==> src/rtl/vga_sync_ctrl_pkg.sv <==
// Shared 640x480@60 timing defaults, coordinate width and window-decode helper
// used by the scan controller and the character generator.
package vga_sync_ctrl_pkg;

    localparam int COORD_W   = 10;
    localparam int MAX_TOTAL = 1 << COORD_W;

    localparam int DEF_H_DISPLAY = 640;
    localparam int DEF_H_FRONT   = 16;
    localparam int DEF_H_SYNC    = 96;
    localparam int DEF_H_BACK    = 48;
    localparam int DEF_V_DISPLAY = 480;
    localparam int DEF_V_FRONT   = 10;
    localparam int DEF_V_SYNC    = 2;
    localparam int DEF_V_BACK    = 33;
    localparam int DEF_TICK_DIV  = 4;

    localparam int DEF_H_TOTAL  = DEF_H_DISPLAY + DEF_H_FRONT + DEF_H_SYNC + DEF_H_BACK;
    localparam int DEF_V_TOTAL  = DEF_V_DISPLAY + DEF_V_FRONT + DEF_V_SYNC + DEF_V_BACK;
    localparam int DEF_HS_START = DEF_H_DISPLAY + DEF_H_FRONT;
    localparam int DEF_HS_END   = DEF_HS_START + DEF_H_SYNC;
    localparam int DEF_VS_START = DEF_V_DISPLAY + DEF_V_FRONT;
    localparam int DEF_VS_END   = DEF_VS_START + DEF_V_SYNC;

    // Half-open window test lo <= v < hi on an unsigned coordinate.
    function automatic logic in_window(input logic [COORD_W-1:0] v, input int lo, input int hi);
        return (int'(v) >= lo) && (int'(v) < hi);
    endfunction

endpackage

==> src/rtl/vga_sync_ctrl_mod_counter.sv <==
// Modulo-N counter with enable; wrap flags the terminal count N-1.
module mod_counter
    import vga_sync_ctrl_pkg::*;
#(
    parameter int N = 4,
    parameter int W = 2
) (
    input  logic         clk,
    input  logic         reset,
    input  logic         en,
    output logic [W-1:0] q,
    output logic         wrap
);

    logic [W-1:0] r_q;

    assign q    = r_q;
    assign wrap = (r_q == W'(N - 1));

    always_ff @(posedge clk or posedge reset) begin
        if (reset) begin
            r_q <= '0;
        end else if (en) begin
            r_q <= wrap ? '0 : r_q + W'(1);
        end
    end

endmodule

==> src/rtl/vga_sync_ctrl.sv <==
// VGA scan timing: pixel-enable divider, horizontal/vertical scan counters,
// registered sync and video_on aligned with the coordinate outputs.
module vga_sync_ctrl
    import vga_sync_ctrl_pkg::*;
#(
    parameter int H_DISPLAY = DEF_H_DISPLAY,
    parameter int H_FRONT   = DEF_H_FRONT,
    parameter int H_SYNC    = DEF_H_SYNC,
    parameter int H_BACK    = DEF_H_BACK,
    parameter int V_DISPLAY = DEF_V_DISPLAY,
    parameter int V_FRONT   = DEF_V_FRONT,
    parameter int V_SYNC    = DEF_V_SYNC,
    parameter int V_BACK    = DEF_V_BACK,
    parameter int TICK_DIV  = DEF_TICK_DIV
) (
    input  logic               clk,
    input  logic               reset,
    output logic               p_tick,
    output logic [COORD_W-1:0] pixel_x,
    output logic [COORD_W-1:0] pixel_y,
    output logic               hsync,
    output logic               vsync,
    output logic               video_on,
    output logic               frame_start
);

    localparam int H_TOTAL  = H_DISPLAY + H_FRONT + H_SYNC + H_BACK;
    localparam int V_TOTAL  = V_DISPLAY + V_FRONT + V_SYNC + V_BACK;
    localparam int HS_START = H_DISPLAY + H_FRONT;
    localparam int HS_END   = HS_START + H_SYNC;
    localparam int VS_START = V_DISPLAY + V_FRONT;
    localparam int VS_END   = VS_START + V_SYNC;
    localparam int DIV_W    = (TICK_DIV > 1) ? $clog2(TICK_DIV) : 1;

    generate
        if (H_TOTAL > MAX_TOTAL || V_TOTAL > MAX_TOTAL) begin : g_bad_total
            $error("vga_sync_ctrl: H_TOTAL/V_TOTAL exceed the coordinate range");
        end
        if (TICK_DIV < 1 || TICK_DIV > 16) begin : g_bad_div
            $error("vga_sync_ctrl: TICK_DIV must be 1..16");
        end
    endgenerate

    logic [DIV_W-1:0]   w_div_cnt;
    logic               w_div_wrap;
    logic               w_h_wrap;
    logic               w_v_wrap;
    logic               w_v_en;
    logic [COORD_W-1:0] w_x;
    logic [COORD_W-1:0] w_y;
    logic [COORD_W-1:0] w_x_next;
    logic [COORD_W-1:0] w_y_next;
    logic               r_hsync;
    logic               r_vsync;
    logic               r_video_on;

    mod_counter #(.N(TICK_DIV), .W(DIV_W)) u_div (
        .clk   (clk),
        .reset (reset),
        .en    (1'b1),
        .q     (w_div_cnt),
        .wrap  (w_div_wrap)
    );

    mod_counter #(.N(H_TOTAL), .W(COORD_W)) u_hcnt (
        .clk   (clk),
        .reset (reset),
        .en    (w_div_wrap),
        .q     (w_x),
        .wrap  (w_h_wrap)
    );

    assign w_v_en = w_div_wrap & w_h_wrap;

    mod_counter #(.N(V_TOTAL), .W(COORD_W)) u_vcnt (
        .clk   (clk),
        .reset (reset),
        .en    (w_v_en),
        .q     (w_y),
        .wrap  (w_v_wrap)
    );

    // Next-state coordinates let the decoded outputs land on the same edge as the counters.
    always_comb begin
        w_x_next = w_x;
        w_y_next = w_y;
        if (w_div_wrap) begin
            w_x_next = w_h_wrap ? '0 : w_x + COORD_W'(1);
            if (w_h_wrap) begin
                w_y_next = w_v_wrap ? '0 : w_y + COORD_W'(1);
            end
        end
    end

    always_ff @(posedge clk or posedge reset) begin
        if (reset) begin
            r_hsync    <= 1'b1;
            r_vsync    <= 1'b1;
            r_video_on <= 1'b0;
        end else begin
            r_hsync    <= !in_window(w_x_next, HS_START, HS_END);
            r_vsync    <= !in_window(w_y_next, VS_START, VS_END);
            r_video_on <= in_window(w_x_next, 0, H_DISPLAY) && in_window(w_y_next, 0, V_DISPLAY);
        end
    end

    assign p_tick      = (w_div_cnt == DIV_W'(TICK_DIV - 1));
    assign pixel_x     = w_x;
    assign pixel_y     = w_y;
    assign hsync       = r_hsync;
    assign vsync       = r_vsync;
    assign video_on    = r_video_on;
    assign frame_start = p_tick & w_h_wrap & w_v_wrap;

endmodule

==> config.mk <==
export PLATFORM = sky130hd
export DESIGN_NAME = vga_sync_ctrl
export DESIGN_NICKNAME = d
export VERILOG_FILES = /design/src/rtl/vga_sync_ctrl_pkg.sv /design/src/rtl/vga_sync_ctrl_mod_counter.sv /design/src/rtl/vga_sync_ctrl.sv
export SDC_FILE = /design/constraint.sdc
export NUM_CORES = 1
export LEC_CHECK = 0
export BUFFER_PORTS_ARGS = -buffer_cell sky130_fd_sc_hd__buf_2
export CORE_MARGIN = 10
export CORE_UTILIZATION = 39
export CTS_CLUSTER_DIAMETER = 150
export CTS_CLUSTER_SIZE = 8
export DETAILED_ROUTE_END_ITERATION = 7
export GPL_ROUTABILITY_DRIVEN = 0
export PLACE_DENSITY = 0.68
export SLEW_MARGIN = 15
export SYNTH_ARGS = -nofsm -noshare
export SYNTH_HDL_FRONTEND = slang
export SYNTH_SLANG_ARGS = --single-unit
==> constraint.sdc <==
create_clock -name clk -period 2.95 [get_ports clk]
set_clock_uncertainty 0.1 [all_clocks]
set_input_delay 0.4425 -clock clk [delete_from_list [all_inputs] [get_ports clk]]
set_output_delay 0.4425 -clock clk [all_outputs]
set_load 0.05 [all_outputs]
* Yosys cells after proc, flatten, opt, wreduce, memory -nomap -nowiden
Cells that the tools add are included.
** Storage, ports and cells
- Register bits :: 25
- Input port bits :: 2
- Word-level logic and storage cells :: 31
** Cells by class
- Add/sub/neg operators :: 3
- Magnitude comparators :: 6
- Equality and inequality tests :: 3
- Multiplexer cells :: 6
- Bitwise gates (word level) :: 2
- Reduce and logical (&&, ||, !) cells :: 5
** Operator list (number)
- 10-bit 2-to-1 mux :: 5
- 10-bit by 1-bit adder with 10-bit output, second input constant :: 2
- 10-bit equality test, second input constant :: 2
- 10-bit < comparator, second input constant :: 2
- 10-bit by 9-bit < comparator with 1-bit output, second input constant :: 2
- 10-bit >= comparator, second input constant :: 1
- 10-bit by 9-bit >= comparator with 1-bit output, second input constant :: 1
- 1-bit logical AND :: 3
- 2-bit by 1-bit adder with 2-bit output, second input constant :: 1
- 1-bit bitwise AND :: 2
- 2-bit equality test, second input constant :: 1
- 1-bit zero test :: 2
- 2-bit 2-to-1 mux :: 1

* Depth between registers and ports, before layout
Gate-level depths: netlist (run 1).
- Depth after elaboration :: 7
- Gate-level depth with buffers :: 10
- Gate-level depth less buffers :: 8

* Modules after synthesis
From an unflattened synthesis (run 1), not the netlist that was laid out.
** Second synthesis, totals
- Cells, all modules :: 185
- Area total of the unflattened synthesis :: 1655.3 µm²
** Modules (own cells, without submodules)
- mod_counter (u_vcnt) :: times used 1, cells an instance 55, area an instance 536.8 µm², sequential area each 250.2 µm²
- vga_sync_ctrl :: times used 1, cells an instance 72, area an instance 515.5 µm², sequential area each 77.6 µm²
- mod_counter (u_hcnt) :: times used 1, cells an instance 51, area an instance 510.5 µm², sequential area each 250.2 µm²
- mod_counter (u_div) :: times used 1, cells an instance 7, area an instance 92.6 µm², sequential area each 50.0 µm²

* Worst setup path after synthesis (run 1)
OpenSTA, ideal clock, no wires.
- Path type :: flip-flop to output port
- Start :: reg u_div.r_q[0], in the netlist u_div.q[0]
- End :: out frame_start
- Data arrival time :: 2.275 ns
- Data required time :: 2.408 ns
- Setup slack :: 0.132 ns
- Cell stages (with the launch flop) :: 8
- Buffers on the path :: 3
- Cells stage by stage :: dfrtp_1 -> ha_1 -> buf_2 -> and4_1 -> buf_4 -> nand3_4 -> buf_6 -> nor2_1
** Between the ends
- Cells in the longest elaborated chain, start to end :: 3
** Ends and longest elaborated chain
- from (decl) :: RTL line vga_sync_ctrl_mod_counter.sv:15 : logic [W-1:0] r_q;
- from (signal assigned) :: RTL line vga_sync_ctrl_mod_counter.sv:24 : r_q <= wrap ? '0 : r_q + W'(1);
- 2-bit equality test :: RTL line vga_sync_ctrl.sv:107 : assign p_tick = (w_div_cnt == DIV_W'(TICK_DIV - 1));
- named net p_tick :: RTL line vga_sync_ctrl.sv:18 : output logic p_tick,
- 1-bit bitwise AND (2 in a row) :: RTL line vga_sync_ctrl.sv:113 : assign frame_start = p_tick & w_h_wrap & w_v_wrap;
- to (decl) :: RTL line vga_sync_ctrl.sv:24 : output logic frame_start
The timed path passes the listed nets, and every way through them passes these cells.

* Worst setup path after layout (run 1)
- Start :: reg u_div.r_q[0], in the netlist u_div.q[0]
- End :: out frame_start
** Between the ends
- Cells in the longest elaborated chain, start to end :: 3
** Ends and longest elaborated chain (RTL line)
- 2-bit equality test :: vga_sync_ctrl.sv:107
- 1-bit bitwise AND (2 in a row) :: vga_sync_ctrl.sv:113
No other way between the ends.

==> results of run 1 <==
-- flip-flops by register name, indices dropped and copies added (netlist names) --
signal / count
u_hcnt.q: 10
u_vcnt.q: 10
u_div.q: 2
hsync: 1
video_on: 1
vsync: 1
-- kinds of logic (layout without fill, tap and decap cells) --
group | after synthesis | count (layout)
compound gates | 29 | 29
mux | 2 | 2
simple gates | 63 | 63
flops | 25 | 25
buf+inv | 11 | 35
xor+xnor | 9 | 9
fa+ha+maj | 4 | 4
-- power by group through the flow --
stage	Combinational, mW	Clock [mW]	Sequential (mW)
6_report	0.00700	0.158	0.343
4_1_cts	0.00760	0.162	0.343
2_1_floorplan	0.00507	0	0.349
3_3_place_gp	0.00742	0	0.349
3_5_place_dp	0.00774	0	0.349
5_1_grt	0.00831	0.180	0.343
-- cell usage after synthesis, types with 3 or more instances --
master	n
sky130_fd_sc_hd__and4_1	4
sky130_fd_sc_hd__nor3_1	3
sky130_fd_sc_hd__o21ai_0	11
sky130_fd_sc_hd__dfrtp_1	23
sky130_fd_sc_hd__o21ai_1	4
sky130_fd_sc_hd__xnor2_1	6
sky130_fd_sc_hd__a21oi_1	6
sky130_fd_sc_hd__nand2_1	16
sky130_fd_sc_hd__a21o_1	3
sky130_fd_sc_hd__inv_1	5
sky130_fd_sc_hd__nor2_1	9
sky130_fd_sc_hd__ha_1	4
sky130_fd_sc_hd__nand3_1	9
sky130_fd_sc_hd__nand4_1	5
-- worst max-delay path by stage --
| stage | from | to | slack, ns | depth (start not counted) |
|---|---|---|---|---|
| floorplan | u_div.q[0] | frame_start | 0.13 | 7 |
| CTS | u_div.q[0] | frame_start | 0.36 | 5 |
| global placement | u_div.q[0] | video_on | 0.66 | 7 |
| global route | u_div.q[0] | frame_start | 0.16 | 5 |
| finish | u_div.q[0] | frame_start | 0.36 | 5 |
| detailed placement | u_div.q[0] | vsync | 0.56 | 7 |
-- metal layers --
metal | track usage, % | wire [um] | vias up
met5 | 0 | 0 | -
met4 | 2.51 | 15 | 0
met3 | 4.39 | 261 | 2
met2 | 17.5 | 1540 | 44
met1 | 13.0 | 1420 | 575
li1 | - | - | 558
-- layout make-up --
class	instances	area (sq um)	share of cell area, %
well taps	46	57.6	3.72
clock buffers	4	26.3	1.70
flip-flops and latches	25	628	40.6
multi-input cells	107	684	44.3
repair buffers	26	130	8.42
inverters	5	18.8	1.21
-- worst max-delay path, delay by kind of cell, from the launching register on --
| family | cells | cell delay (ns) |
|---|---|---|
| adder cells (fa/ha/maj) | 1 | 0.30 |
| flip-flops | 1 | 0.37 |
| buffers and inverters | 1 | 0.28 |
| AND/OR/NAND/NOR | 3 | 0.77 |
==> impl_metrics.py, run 1 <==
metrics = {
    "status": {
        "outcome": "complete, no violations",
    },
    "power_and_ir_drop": {
        "vdd_drop_max_v": 0.000237,
        "leakage_nw": 0.701,
        "power.net_switching_mw": 0.111,
        "fin_total_pwr_mw": 0.507,
        "pwr-share-clk_pct": 31.1,
        "pwr-share-comb_pct": 1.4,
        "p_sw_share_pct": 21.9,
        "p_int_mw": 0.396,
        "power.share.sequential_pct": 67.6,
        "p_per_area_nw_per_um2": 328,
    },
    "floorplan": {
        "std_cell_rows": 21,
        "placeableCoreArea_sq_um": 3360,
        "floorplan.die_area_sq_um": 6290,
        "die_w_um": 79.3,
        "starting_density_of_the_core_pct": 40.8,
        "chip_height_um": 79.3,
        "io_pins": 27,
    },
    "logic_synthesis": {
        "synthSimpleGateAreaFrac_pct": 26.4,
        "netlist.top_cell.by_area": "sky130_fd_sc_hd__dfrtp_1",
        "ys.flop_type": "sky130_fd_sc_hd__dfrtp_1",
        "synth-warning-count": 0,
        "ys_top_cells_by_area": "sky130_fd_sc_hd__dfrtp_1 (42%), sky130_fd_sc_hd__nand2_1 (4.4%), sky130_fd_sc_hd__o21ai_0 (4.0%)",
        "synth_seq_area_share_pct": 45.8,
        "synth_compound_area_share_pct": 12.0,
        "async_s_r_ff_share_synth_pct": 100,
        "largest_family_of_logic_cells_by_synthesized_area": "simple AND/OR/NAND/NOR gates",
        "syn-cell-area_sq_um": 1370,
        "postSynthNetCount": 149,
        "postSynthAreaPerCell_sq_um": 9.59,
        "synth-seq-cells": 25,
        "yosysTopAreaCellShare_pct": 42.0,
        "ys_types": 43,
        "synthXorXnorAreaFrac_pct": 6.30,
        "netlist_instances": 143,
        "mux_share_of_post_synthesis_cell_area_pct": 1.55,
        "edff_count_synth": 0,
        "synthAdderAreaFrac_pct": 3.65,
    },
    "critical_path": {
        "setup.worst_path.start_class": "register",
        "cell_by_cell_trace_of_the_critical_path": "ha_1, and4_1, nand3_4, nor2_1, buf_2",
        "critical-path-slowest-cell": "sky130_fd_sc_hd__and4_1",
        "rr_worst_depth": 7,
        "maximum_cell_stage_delay_along_the_critical_path_ns": 0.43,
        "worstReg2RegStart": "u_div.q[0]",
        "r2r_slack_ns": 0.55,
        "critical_path_arrival_ns": 2.05,
        "critPathKind": "register to primary output",
        "worstPathMaxFanout": 12,
        "critPathCaptureType": "primary output",
        "cp_data_required_time_ns": 2.41,
        "critical_path.reg2reg.endpoint": "video_on",
    },
    "clock_tree": {
        "ctsRootBufferMaster": "sky130_fd_sc_hd__clkbuf_4",
        "cts.hold.buffers_added": 0,
        "number_of_clock_sinks": 25,
        "post-cts-setup-buffers": 0,
        "post_cts_resize_count": 0,
        "cts_max_level": 1,
        "clk_pin_slew_worst_paths_ns": 0.14,
        "clock_tree.buffer_depth": 2,
        "tritoncts_clock_tree": "built",
        "tritoncts.num_buffers": 3,
        "worst_skew_pair.late_latency_ns": 0.32,
    },
    "timing": {
        "drv_slew": 0,
        "final_min_period_over_clock_period_pct": 87.7,
        "relSlewSlack_pct": 37.7,
        "timing.final.setup_violations": 0,
        "totalNegativeSetupSlack_ns": 0,
        "hold_violations": 0,
        "timing.hold.ws_ns": 0.199,
        "finalCriticalPeriod_ns": 2.59,
        "final.setup.worst_slack_ns": 0.362,
        "tightest_slew_ns": 0.933,
        "max_clock_freq_ghz": 0.386,
        "rsz0062_at_grt": "no",
    },
    "layout": {
        "leading_cell_type_in_the_layout_fill_and_taps_excluded": "sky130_fd_sc_hd__buf_2",
        "postLayoutCoreUtil_pct": 45.9,
        "stdcell_area_sq_um": 1550,
        "layout.nets": 174,
        "post_layout_nonfiller_instances": 213,
        "ratio_of_cells_with_drive_above_1_in_the_final_layout_pct": 22.2,
        "layout.filler_cells": 332,
        "area.growth.synth_to_final_pct": 12.7,
        "num_antenna_cells": 0,
        "final_cell_mix": "sky130_fd_sc_hd__buf_2 (26), sky130_fd_sc_hd__dfrtp_1 (23), sky130_fd_sc_hd__nand2_1 (16)",
    },
    "global_route": {
        "grt_first_pass_wirelength_um": 5580,
        "first_global_vias": 1171,
        "grt_antenna_before_repair": 0,
        "grt_max_degree": 26,
        "grt.total_usage_pct": 10.8,
        "grt_remaining_overflow": 0,
    },
    "drt": {
        "via_per_inst": 5.54,
        "detailedRoute.firstIterationViolations": 171,
        "drcViolationCount": 0,
        "via_count": 1179,
        "firstDrtPassIters": 4,
        "route.detailed.wl_per_inst_um": 15.2,
        "routed_wl_um": 3240,
        "antenna_left": 0,
    },
    "placed_design": {
        "numPortBuffers": 26,
        "post-place-ws_ns": 0.562,
        "place.detailed.instances": 209,
        "hpwlAfterDp_um": 2410,
        "dpl_cell_area_sq_um": 1520,
    },
    "run": {
        "cap_viol_max_count": 0,
    },
    "min_path": {
        "hp-class": "input pin to asynchronous set/reset pin",
    },
}
Note: power is estimated with default switching activity, not from simulation.
==> run 2: changes to the inputs <==
==> constraint.sdc (replaced) <==
create_clock -name clk -period 3.1 [get_ports clk]
set_clock_uncertainty 0.1 [all_clocks]
set_input_delay 0.465 -clock clk [delete_from_list [all_inputs] [get_ports clk]]
set_output_delay 0.465 -clock clk [all_outputs]
set_load 0.05 [all_outputs]
==> impl_metrics.py, run 2 (synthesis results as in run 1) <==
metrics = {
    "layout": {
        "final_cell_mix": "sky130_fd_sc_hd__buf_2 (26), sky130_fd_sc_hd__dfrtp_1 (23), sky130_fd_sc_hd__nand2_1 (16)",
        "area.growth.synth_to_final_pct": 12.7,
        "layout.nets": 174,
        "leading_cell_type_in_the_layout_fill_and_taps_excluded": "sky130_fd_sc_hd__buf_2",
        "stdcell_area_sq_um": 1550,
        "num_antenna_cells": 0,
        "ratio_of_cells_with_drive_above_1_in_the_final_layout_pct": 22.2,
    },
    "timing": {
        "final_min_period_over_clock_period_pct": 85.3,
        "hold_violations": 0,
        "finalCriticalPeriod_ns": 2.64,
        "max_clock_freq_ghz": 0.378,
        "totalNegativeSetupSlack_ns": 0,
        "relSlewSlack_pct": 37.1,
        "final.setup.worst_slack_ns": 0.456,
        "rsz0062_at_grt": "no",
        "timing.final.setup_violations": 0,
        "tightest_slew_ns": 0.942,
        "drv_slew": 0,
    },
    "placed_design": {
        "post-place-ws_ns": 0.700,
        "numPortBuffers": 26,
        "hpwlAfterDp_um": 2460,
        "dpl_cell_area_sq_um": 1520,
    },
    "global_route": {
        "grt.total_usage_pct": 11.0,
        "grt_remaining_overflow": 0,
        "grt_first_pass_wirelength_um": 5620,
        "grt_max_degree": 26,
        "grt_antenna_before_repair": 0,
        "first_global_vias": 1153,
    },
    "floorplan": {
        "floorplan.die_area_sq_um": 6290,
        "io_pins": 27,
        "starting_density_of_the_core_pct": 40.8,
        "chip_height_um": 79.3,
        "std_cell_rows": 21,
        "die_w_um": 79.3,
        "placeableCoreArea_sq_um": 3360,
    },
    "critical_path": {
        "cell_by_cell_trace_of_the_critical_path": "ha_1, and4_1, nand3_4, nor2_1, buf_2",
        "critical-path-slowest-cell": "sky130_fd_sc_hd__and4_1",
        "critical_path_arrival_ns": 2.08,
        "cp_data_required_time_ns": 2.53,
        "startpoint": "u_div.q[0]",
        "setup.worst_path.start_class": "register",
        "cp_num_buf_inv": 1,
        "maximum_cell_stage_delay_along_the_critical_path_ns": 0.45,
        "cp_top_family": "simple AND/OR/NAND/NOR gates",
        "critPathKind": "register to primary output",
        "critPathCaptureType": "primary output",
        "worstReg2RegStart": "u_div.q[0]",
        "worstPathMaxFanout": 12,
    },
    "drt": {
        "route.detailed.wl_per_inst_um": 15.8,
        "via_count": 1159,
        "drcViolationCount": 0,
        "antenna_left": 0,
        "firstDrtPassIters": 4,
        "detailedRoute.firstIterationViolations": 99,
        "routed_wl_um": 3370,
        "via_per_inst": 5.44,
    },
    "clock_tree": {
        "cts_max_level": 1,
        "worst_skew_pair.late_latency_ns": 0.32,
        "cts.hold.buffers_added": 0,
        "clk_pin_slew_worst_paths_ns": 0.14,
        "ctsRootBufferMaster": "sky130_fd_sc_hd__clkbuf_4",
        "post-cts-setup-buffers": 0,
        "number_of_clock_sinks": 25,
        "tritoncts.num_buffers": 3,
        "post_cts_resize_count": 0,
        "tritoncts_clock_tree": "built",
        "clock_tree.buffer_depth": 2,
    },
    "power_and_ir_drop": {
        "leakage_nw": 0.701,
        "fin_total_pwr_mw": 0.483,
        "vdd_drop_max_v": 0.000247,
        "p_per_area_nw_per_um2": 313,
    },
    "run": {
        "cap_viol_max_count": 0,
    },
    "min_path": {
        "hp-class": "input pin to asynchronous set/reset pin",
    },
    "status": {
        "outcome": "complete, no violations",
    },
}
## run 2: cell counts in the layout (fill, tap and decap cells not counted)
No cell type changed its count.
## run 2: where the power goes
part           internal (mW)  leakage (nW)  total, mW  switching [mW]
Combinational       0.000504         0.364    0.00672         0.00622
Sequential             0.326         0.323      0.326               0
Clock                 0.0505        0.0150      0.150          0.0995
## run 2: worst reg2reg max path: cells and delay by family, from the launching register on
kind,cells,cell delay [ns]
flip-flops,1,0.37
AND/OR/NAND/NOR,5,1.45
adder cells (fa/ha/maj),1,0.31
XOR/XNOR,1,0.14
## run 2: area by class of cell
type	count	area, sq um
sequential	25	628
inverter	5	18.8
tap	46	57.6
clock buffer	4	26.3
multi-input combinational	107	684
fill	361	1820
timing repair buffer	26	130
## run 2: path summary, 6_finish.rpt
kind	cells past startpoint	slack, ns	end
max	5	0.46	frame_start
min	2	0.23	u_hcnt.q[3]
max reg2reg	7	0.67	vsync
min reg2reg	1	0.33	u_div.q[0]
max in group asynchronous	2	2.10	u_hcnt.q[7]
min in group clk	1	0.33	u_div.q[0]
## run 2: per-stage QoR
stage | utilization [%] | hold slack (ns) | instances
floorplan | - | 0.303 | 143
global placement | 45.2 | 0.315 | 209
detailed placement | 45.2 | 0.319 | 209
CTS | 45.9 | 0.249 | 213
global route | 45.9 | 0.279 | 213
finish | 45.9 | 0.226 | 213
## run 2: routing by layer
metal / vias to the layer above / GRT usage (%) / part of all wire [%]
met4: 0 / 3.23 / 0.68
met5: - / 0 / 0
li1: 555 / - / -
met1: 553 / 13.0 / 44
met3: 4 / 4.17 / 7.3
met2: 47 / 17.9 / 48
==> run 3: changes to the inputs <==
--- a/config.mk
+++ b/config.mk
@@ -12,7 +12,7 @@
 export CTS_CLUSTER_SIZE = 8
 export DETAILED_ROUTE_END_ITERATION = 7
 export GPL_ROUTABILITY_DRIVEN = 0
-export PLACE_DENSITY = 0.68
+export PLACE_DENSITY = 0.7
 export SLEW_MARGIN = 15
 export SYNTH_ARGS = -nofsm -noshare
 export SYNTH_HDL_FRONTEND = slang
==> constraint.sdc (replaced) <==
create_clock -name clk -period 2.1 [get_ports clk]
set_clock_uncertainty 0.1 [all_clocks]
set_input_delay 0.315 -clock clk [delete_from_list [all_inputs] [get_ports clk]]
set_output_delay 0.315 -clock clk [all_outputs]
set_load 0.05 [all_outputs]
==> impl_metrics.py, run 3 (synthesis results as in run 1) <==
metrics = {
    "critical_path": {
        "critPathKind": "register to primary output",
        "maximum_cell_stage_delay_along_the_critical_path_ns": 0.46,
        "worstPathMaxFanout": 5,
        "critical_path_arrival_ns": 1.61,
        "worstReg2RegStart": "u_div.q[0]",
        "r2r_slack_ns": 0.11,
        "cell_by_cell_trace_of_the_critical_path": "inv_2, ha_4, nand2b_4, nand4bb_4, nor2_4, buf_8",
        "cp_data_required_time_ns": 1.68,
        "setup.worst_path.start_class": "register",
        "critPathCaptureType": "primary output",
        "critical_path.reg2reg.endpoint": "vsync",
        "critical-path-slowest-cell": "sky130_fd_sc_hd__dfrtp_2",
        "rr_worst_depth": 7,
    },
    "timing": {
        "finalCriticalPeriod_ns": 2.03,
        "final_min_period_over_clock_period_pct": 96.7,
        "max_clock_freq_ghz": 0.493,
        "hold_violations": 0,
        "relSlewSlack_pct": 64.5,
        "drv_slew": 0,
        "timing.final.setup_violations": 0,
        "rsz0062_at_grt": "yes",
        "tightest_slew_ns": 0.532,
    },
    "clock_tree": {
        "tritoncts_clock_tree": "built",
        "clk_pin_slew_worst_paths_ns": 0.13,
        "clock_tree.buffer_depth": 2,
        "ctsRootBufferMaster": "sky130_fd_sc_hd__clkbuf_4",
        "cts_max_level": 1,
        "tritoncts.num_buffers": 3,
        "number_of_clock_sinks": 25,
        "worst_skew_pair.late_latency_ns": 0.32,
    },
    "layout": {
        "layout.nets": 190,
        "leading_cell_type_in_the_layout_fill_and_taps_excluded": "sky130_fd_sc_hd__buf_2",
        "area.growth.synth_to_final_pct": 28.6,
        "postLayoutCoreUtil_pct": 52.5,
        "final_cell_mix": "sky130_fd_sc_hd__buf_2 (25), sky130_fd_sc_hd__dfrtp_1 (17), sky130_fd_sc_hd__nand2_1 (16)",
        "ratio_of_cells_with_drive_above_1_in_the_final_layout_pct": 38.3,
        "num_antenna_cells": 0,
        "post_layout_nonfiller_instances": 229,
        "stdcell_area_sq_um": 1760,
    },
    "global_route": {
        "grt_remaining_overflow": 0,
        "first_global_vias": 1292,
        "grt_antenna_before_repair": 0,
        "grt_max_degree": 15,
        "grt_first_pass_wirelength_um": 5910,
        "grt.total_usage_pct": 11.3,
    },
    "placed_design": {
        "numPortBuffers": 26,
        "hpwlAfterDp_um": 2580,
        "dpl_cell_area_sq_um": 1630,
        "place.detailed.instances": 218,
    },
    "floorplan": {
        "die_w_um": 79.3,
        "std_cell_rows": 21,
        "starting_density_of_the_core_pct": 40.8,
        "placeableCoreArea_sq_um": 3360,
        "chip_height_um": 79.3,
        "floorplan.die_area_sq_um": 6290,
        "io_pins": 27,
    },
    "power_and_ir_drop": {
        "p_sw_share_pct": 21.6,
        "pwr-share-comb_pct": 1.8,
        "p_int_mw": 0.556,
        "fin_total_pwr_mw": 0.709,
        "power.net_switching_mw": 0.153,
        "leakage_nw": 0.784,
        "power.share.sequential_pct": 67.9,
        "pwr-share-clk_pct": 30.3,
        "vdd_drop_max_v": 0.000222,
        "p_per_area_nw_per_um2": 402,
    },
    "min_path": {
        "hp-start": "u_div.q[0]",
        "hp-class": "register to register",
        "hold_path_depth": 1,
        "hold_end": "u_div.q[0]",
    },
    "status": {
        "outcome": "complete, no violations",
    },
    "run": {
        "cap_viol_max_count": 0,
    },
    "drt": {
        "firstDrtPassIters": 5,
        "via_per_inst": 5.40,
        "antenna_left": 0,
        "route.detailed.wl_per_inst_um": 15.4,
        "detailedRoute.firstIterationViolations": 85,
        "drcViolationCount": 0,
        "routed_wl_um": 3530,
        "via_count": 1237,
    },
}
-- run 3: changes by cell type in the layout (fill, tap and decap cells not counted), sizes merged --
cell	previous run	this run
dlygate4sd3	0	1
buf	26	41
clkinv	0	1
clkbuf	4	3
-- run 3: per-layer routing --
layer / vias up / global-route usage, % / routed length, um / part of all wire (%)
li1: 587 / - / - / -
met1: 618 / 13.3 / 1600 / 45
met2: 30 / 19.3 / 1730 / 49
met3: 2 / 3.15 / 186 / 5.3
met4: 0 / 3.23 / 10 / 0.28
met5: - / 0 / 0 / 0
-- run 3: per-stage QoR --
step	setup TNS (ns)	hold slack, ns	setup slack [ns]
floorplan	-0.0326	0.240	-0.0188
global placement	0	0.278	0.142
detailed placement	0	0.284	0.0285
CTS	0	0.388	0.0116
global route	-0.0324	0.399	-0.0324
finish	0	0.382	0.0700
-- run 3: critical path: cells and delay by family (launching register included) --
family        cells  cell delay, ns
fa+ha+maj         1            0.14
buf+inv           2            0.22
simple gates      3            0.48
flops             1            0.46
-- run 3: power by group through the flow --
| stage | clock (mW) | combinational [mW] | sequential, mW |
|---|---|---|---|
| after CTS | 0.225 | 0.0139 | 0.482 |
| after detailed placement | 0 | 0.0125 | 0.491 |
| after global placement | 0 | 0.0120 | 0.491 |
| final | 0.215 | 0.0129 | 0.482 |
| after global routing | 0.257 | 0.0157 | 0.482 |
| after floorplan | 0 | 0.00712 | 0.491 |
-- run 3: how the worst max path moves through the flow --
stage / start / end / slack (ns) / depth (start not counted)
after floorplan: u_div.q[0] / video_on / -0.02 / 9
after global routing: u_vcnt.q[0] / frame_start / -0.03 / 6
after detailed placement: u_vcnt.q[0] / vsync / 0.03 / 8
after CTS: u_vcnt.q[0] / frame_start / 0.01 / 6
final: u_vcnt.q[0] / frame_start / 0.07 / 6
after global placement: u_hcnt.q[0] / video_on / 0.14 / 7
-- run 3: timing repair --
item                       CTS  global route
gates resized for setup      7             8
hold buffers                 1             0
hold endpoints to repair    12             0
buffers inserted             2             5
pin swaps                    0             3
setup endpoints to repair    1             3
-- run 3: cell type report --
cell class | instances | area, sq um
fillers | 358 | 1600
inverters | 5 | 18.8
well taps | 46 | 57.6
clock buffers | 3 | 22.5
multi-input cells | 107 | 762
clock inverters | 1 | 5.00
flip-flops and latches | 25 | 636
repair buffers | 42 | 263
